### config.mk
export PLATFORM = sky130hd
export DESIGN_NAME = hex_display_driver
export DESIGN_NICKNAME = d
export VERILOG_FILES = /design/src/rtl/hex_display_driver.sv
export SDC_FILE = /design/constraint.sdc
export NUM_CORES = 1
export LEC_CHECK = 0
export CAP_MARGIN = 20
export CORE_UTILIZATION = 30
export CTS_CLUSTER_DIAMETER = 40
export DETAILED_ROUTE_END_ITERATION = 10
export PLACE_DENSITY_LB_ADDON = 0.15
export SKIP_CTS_REPAIR_TIMING = 1
export SYNTH_ARGS = -nofsm -noshare
export SYNTH_HDL_FRONTEND = slang
export SYNTH_SLANG_ARGS = --single-unit
### constraint.sdc
create_clock -name clk -period 3.9 [get_ports clk]
set_input_delay 1.17 -clock clk [delete_from_list [all_inputs] [get_ports clk]]
set_output_delay 1.17 -clock clk [all_outputs]
set_load 0.005 [all_outputs]
### src/rtl/hex_display_driver.sv
// Multi-digit hex seven-segment driver with value register, inc/dec wrap and blink.
// Define HEX_LZB_EN to enable leading-zero blanking.
module hex_display_driver #(
  parameter int DIGITS     = 4,
  parameter int BLINK_DIV  = 25000000,
  parameter bit ACTIVE_LOW = 1'b1
) (
  input  logic                  clk,
  input  logic                  rst,
  input  logic                  load_i,
  input  logic [4*DIGITS-1:0]   value_i,
  input  logic                  inc_i,
  input  logic                  dec_i,
  input  logic [DIGITS-1:0]     blank_i,
  input  logic [DIGITS-1:0]     blink_i,
  output logic [4*DIGITS-1:0]   value_o,
  output logic                  wrap_o,
  output logic [7*DIGITS-1:0]   hex_o
);

  localparam int VW = 4 * DIGITS;
  localparam int CW = $clog2(BLINK_DIV);
  localparam logic [CW-1:0] CMAX = CW'(BLINK_DIV - 1);
  localparam logic [6:0] OFF = ACTIVE_LOW ? 7'h7F : 7'h00;

  logic [VW-1:0]       value_q, value_d;
  logic                wrap_q, wrap_d;
  logic [CW-1:0]       cnt_q;
  logic                phase_q;
  logic [7*DIGITS-1:0] hex_q, hex_d;
  logic [3:0]          dig;
  logic                dig_off;
  logic [6:0]          code;
`ifdef HEX_LZB_EN
  logic                lead;
`endif

  function automatic logic [6:0] seg7(input logic [3:0] d);
    unique case (d)
      4'h0: seg7 = 7'h40;
      4'h1: seg7 = 7'h79;
      4'h2: seg7 = 7'h24;
      4'h3: seg7 = 7'h30;
      4'h4: seg7 = 7'h19;
      4'h5: seg7 = 7'h12;
      4'h6: seg7 = 7'h02;
      4'h7: seg7 = 7'h78;
      4'h8: seg7 = 7'h00;
      4'h9: seg7 = 7'h10;
      4'hA: seg7 = 7'h08;
      4'hB: seg7 = 7'h03;
      4'hC: seg7 = 7'h46;
      4'hD: seg7 = 7'h21;
      4'hE: seg7 = 7'h06;
      default: seg7 = 7'h0E;
    endcase
  endfunction

  // load wins; simultaneous inc and dec cancel out
  always_comb begin
    value_d = value_q;
    wrap_d  = 1'b0;
    if (load_i) begin
      value_d = value_i;
    end else if (inc_i && !dec_i) begin
      value_d = value_q + 1'b1;
      wrap_d  = (value_q == '1);
    end else if (dec_i && !inc_i) begin
      value_d = value_q - 1'b1;
      wrap_d  = (value_q == '0);
    end
  end

  always_comb begin
    hex_d   = '0;
    dig     = '0;
    dig_off = 1'b0;
    code    = '0;
`ifdef HEX_LZB_EN
    lead    = 1'b1;
`endif
    for (int k = DIGITS - 1; k >= 0; k--) begin
      dig     = value_q[4*k +: 4];
      dig_off = blank_i[k] | (blink_i[k] & phase_q);
`ifdef HEX_LZB_EN
      lead = lead & (dig == 4'h0);
      if (k != 0) dig_off = dig_off | lead;
`endif
      code = ACTIVE_LOW ? seg7(dig) : ~seg7(dig);
      hex_d[7*k +: 7] = dig_off ? OFF : code;
    end
  end

  always_ff @(posedge clk) begin
    if (rst) begin
      value_q <= '0;
      wrap_q  <= 1'b0;
      cnt_q   <= '0;
      phase_q <= 1'b0;
      hex_q   <= {DIGITS{OFF}};
    end else begin
      value_q <= value_d;
      wrap_q  <= wrap_d;
      hex_q   <= hex_d;
      if (cnt_q == CMAX) begin
        cnt_q   <= '0;
        phase_q <= ~phase_q;
      end else begin
        cnt_q <= cnt_q + 1'b1;
      end
    end
  end

  assign value_o = value_q;
  assign wrap_o  = wrap_q;
  assign hex_o   = hex_q;

endmodule
==> metrics <==
status complete, no violations; worst-margin pin slew about 0.83 ns; Max-slew headroom approximately 44%; gp weighted congestion ~0.8; top cells by instance count after synthesis dfxtp_1, nor2_1, ha_1, a21oi_1, nand2_1; PwrDens roughly 420 nW/um^2; Synth area leaders dfxtp_1, ha_1, xor2_1, nor2_1, a21oi_1; Worst Path Max Fanout 11; EDFF count, synth 0; vias in the first global route 3,630; DR iter-0 viols roughly 220; Worst R2R Setup Slack 1.58 ns; number of cell rows between 40 and 50; Critical Path Source Type input pin; Syn Area/Cell approximately 8.5 um^2; Clock Latency Late Sink between 0.3 and 0.4 ns; most frequent cell after synthesis dfxtp_1; RSZ-0062 raised after global routing false; worst min path class reg -> reg; initial core utilization between 30% and 40%; routed length per instance 15.0 um; CP cell instances clkdlybuf4s50_1, nand2b_1, buf_4, ha_1, a21o_1, a31oi_1, a21boi_1, xor2_1, a21oi_1; Num CTS Buffers 9; synth warn 0; ant diodes 0; Crit-path slowest cell clkdlybuf4s50_1; die area approximately 15,000 um^2; final net count 648; share of layout cells above drive strength 1 approximately 6.9%; Setup Crit Path Kind in -> reg; GR Overflow Total 0; share of the synthesized area in the top cell type between 30 and 40%; Tcrit/Tclk final ~86%; CTS max path bufs 2; DRC viols 0; Critical Path AT roughly 3.6 ns; r2r worst-path depth 8; WP buf/inv 2; GRT Util Overall between 10% and 20%; TritonCTS clock tree done; via count 3,805; WP data required slightly above 4 ns; final std cells w/o fill 762; register area share after synthesis 33.4%; CP startpoint dec_i; initial antenna violation count 0; Seq cells post-synth 71; worst r2r dst value_o[12]; first-pass GRT wire length approximately 19,000 um; post-route ant nets 0; Final HPWL DP 8410 um; Post-Syn Area between 4000 and 5000 um^2; Setup WS pre-CTS 0.236 ns; final worst-path setup slack approximately 0.56 ns; DR pass1 iterations 4; CTS sink cnt a little over 70; die height around 120 um; Worst-path clk slew approximately 0.06 ns; Hold Path Cell Cnt 1; Synth Flop Type dfxtp_1; syn_nets roughly 570; final setup vio count 0; I/O Pins 74; placed insts between 700 and 800; endpoints failing hold 0; Min Hold Slack 0.475 ns; pin count of the biggest net entering global routing 26; Slew Limit Fails 0; VDD IR max 204 uV; core area between 10,000 and 15,000 um^2; Reg2Reg Launch Point value_o[0]; total negative setup slack 0 ns; Core Util, Final between 30% and 40%; CTS root buf clkbuf_16; largest delay contributor family on the critical path compound AO/OA/AOI/OAI gates; CTS H-tree lvls 3; Gate Count Post-Synth roughly 500; CP Capture Type flip-flop; Netlist cell types 53; Layout area overhead 29.2%; Final min period between 3 and 4 ns; FFs w/ async S/R, synth 0%; Clock Skews between 0.006 and 0.007 ns; I/O Buffers between 70 and 80; Die W 121 um; Stages on worst setup path 9; Vias/cell around 5.0; Pleak between 0.002 and 0.0025 uW; fmax around 0.3 GHz; end of the critical path value_o[10]; final wirelength between 10,000 and 15,000 um; largest area contributor in the netlist dfxtp_1; max-cap viol count 0; largest stage delay on the critical path about 0.52 ns
-- placed cells by master (no fill, tap or decap), types with 12 or more instances in the layout --
| cell type | instances |
|---|---|
| clkdlybuf4s50_1 | 73 |
| dfxtp_1 | 71 |
| nor2_1 | 52 |
| ha_1 | 41 |
| a21oi_1 | 38 |
| nand2_1 | 34 |
| inv_1 | 29 |
| o21ai_0 | 28 |
| xor2_1 | 26 |
| nand3_1 | 22 |
| o211ai_1 | 21 |
| buf_4 | 14 |
| xnor2_1 | 12 |
-- report_power, final --
part           switching (uW)  leakage [uW]  internal (uW)
combinational             344       0.00144            313
sequential               58.0      0.000584            777
clock                     336      0.000135            499
-- registers in the layout (all words and copies together) (netlist names) --
signal and flops:
cnt_q 25, hex_o 28, phase_q 1, value_o 16, wrap_o 1
-- worst min-delay path by stage --
stage | startpoint | end | slack (ns)
floorplan | cnt_q[0] | cnt_q[0] | 0.44
global placement | cnt_q[0] | cnt_q[0] | 0.46
detailed placement | cnt_q[0] | cnt_q[0] | 0.47
CTS | cnt_q[0] | cnt_q[0] | 0.48
global route | cnt_q[0] | cnt_q[0] | 0.51
finish | cnt_q[0] | cnt_q[0] | 0.48
-- per-stage QoR --
| stage | power (uW) | cell area, um^2 |
|---|---|---|
| finish | 2330 | 5500 |
| global route | 2470 | 5500 |
| CTS | 2350 | 5500 |
| detailed placement | 1500 | 5200 |
| global placement | 1500 | 5200 |
| floorplan | 1240 | 4260 |
-- layout make-up --
| class | count | area, um^2 |
|---|---|---|
| Timing Repair Buffer | 87 | 836 |
| Multi-Input combinational cell | 379 | 2610 |
| Inverter | 29 | 109 |
| Sequential cell | 71 | 1420 |
| Clock inverter | 6 | 70.1 |
| Clock buffer | 10 | 229 |
| Tap cell | 180 | 225 |
| Fill cell | 1428 | 8380 |
-- logic make-up after synthesis --
kind of cell               after synthesis  synth area share (%)
muxes                                    8                  2.47
xor gates and xnor gates                38                  7.82
DFF                                     71                  33.4
buffers and inverters                   51                  5.35
adders and majority gates               42                  12.5
AOI/OAI and AO/OA                      131                  19.8
and+or+nand+nor                        160                  18.6
-- routing by layer --
layer	global-route usage [%]	vias to the layer above	share of wire, %
met1	22.4	1782	51
met5	0	-	0
met2	25.2	70	44
li1	-	1940	-
met3	2.58	13	3.0
met4	7.72	0	2.1
Power figures use the tool's default switching activity.
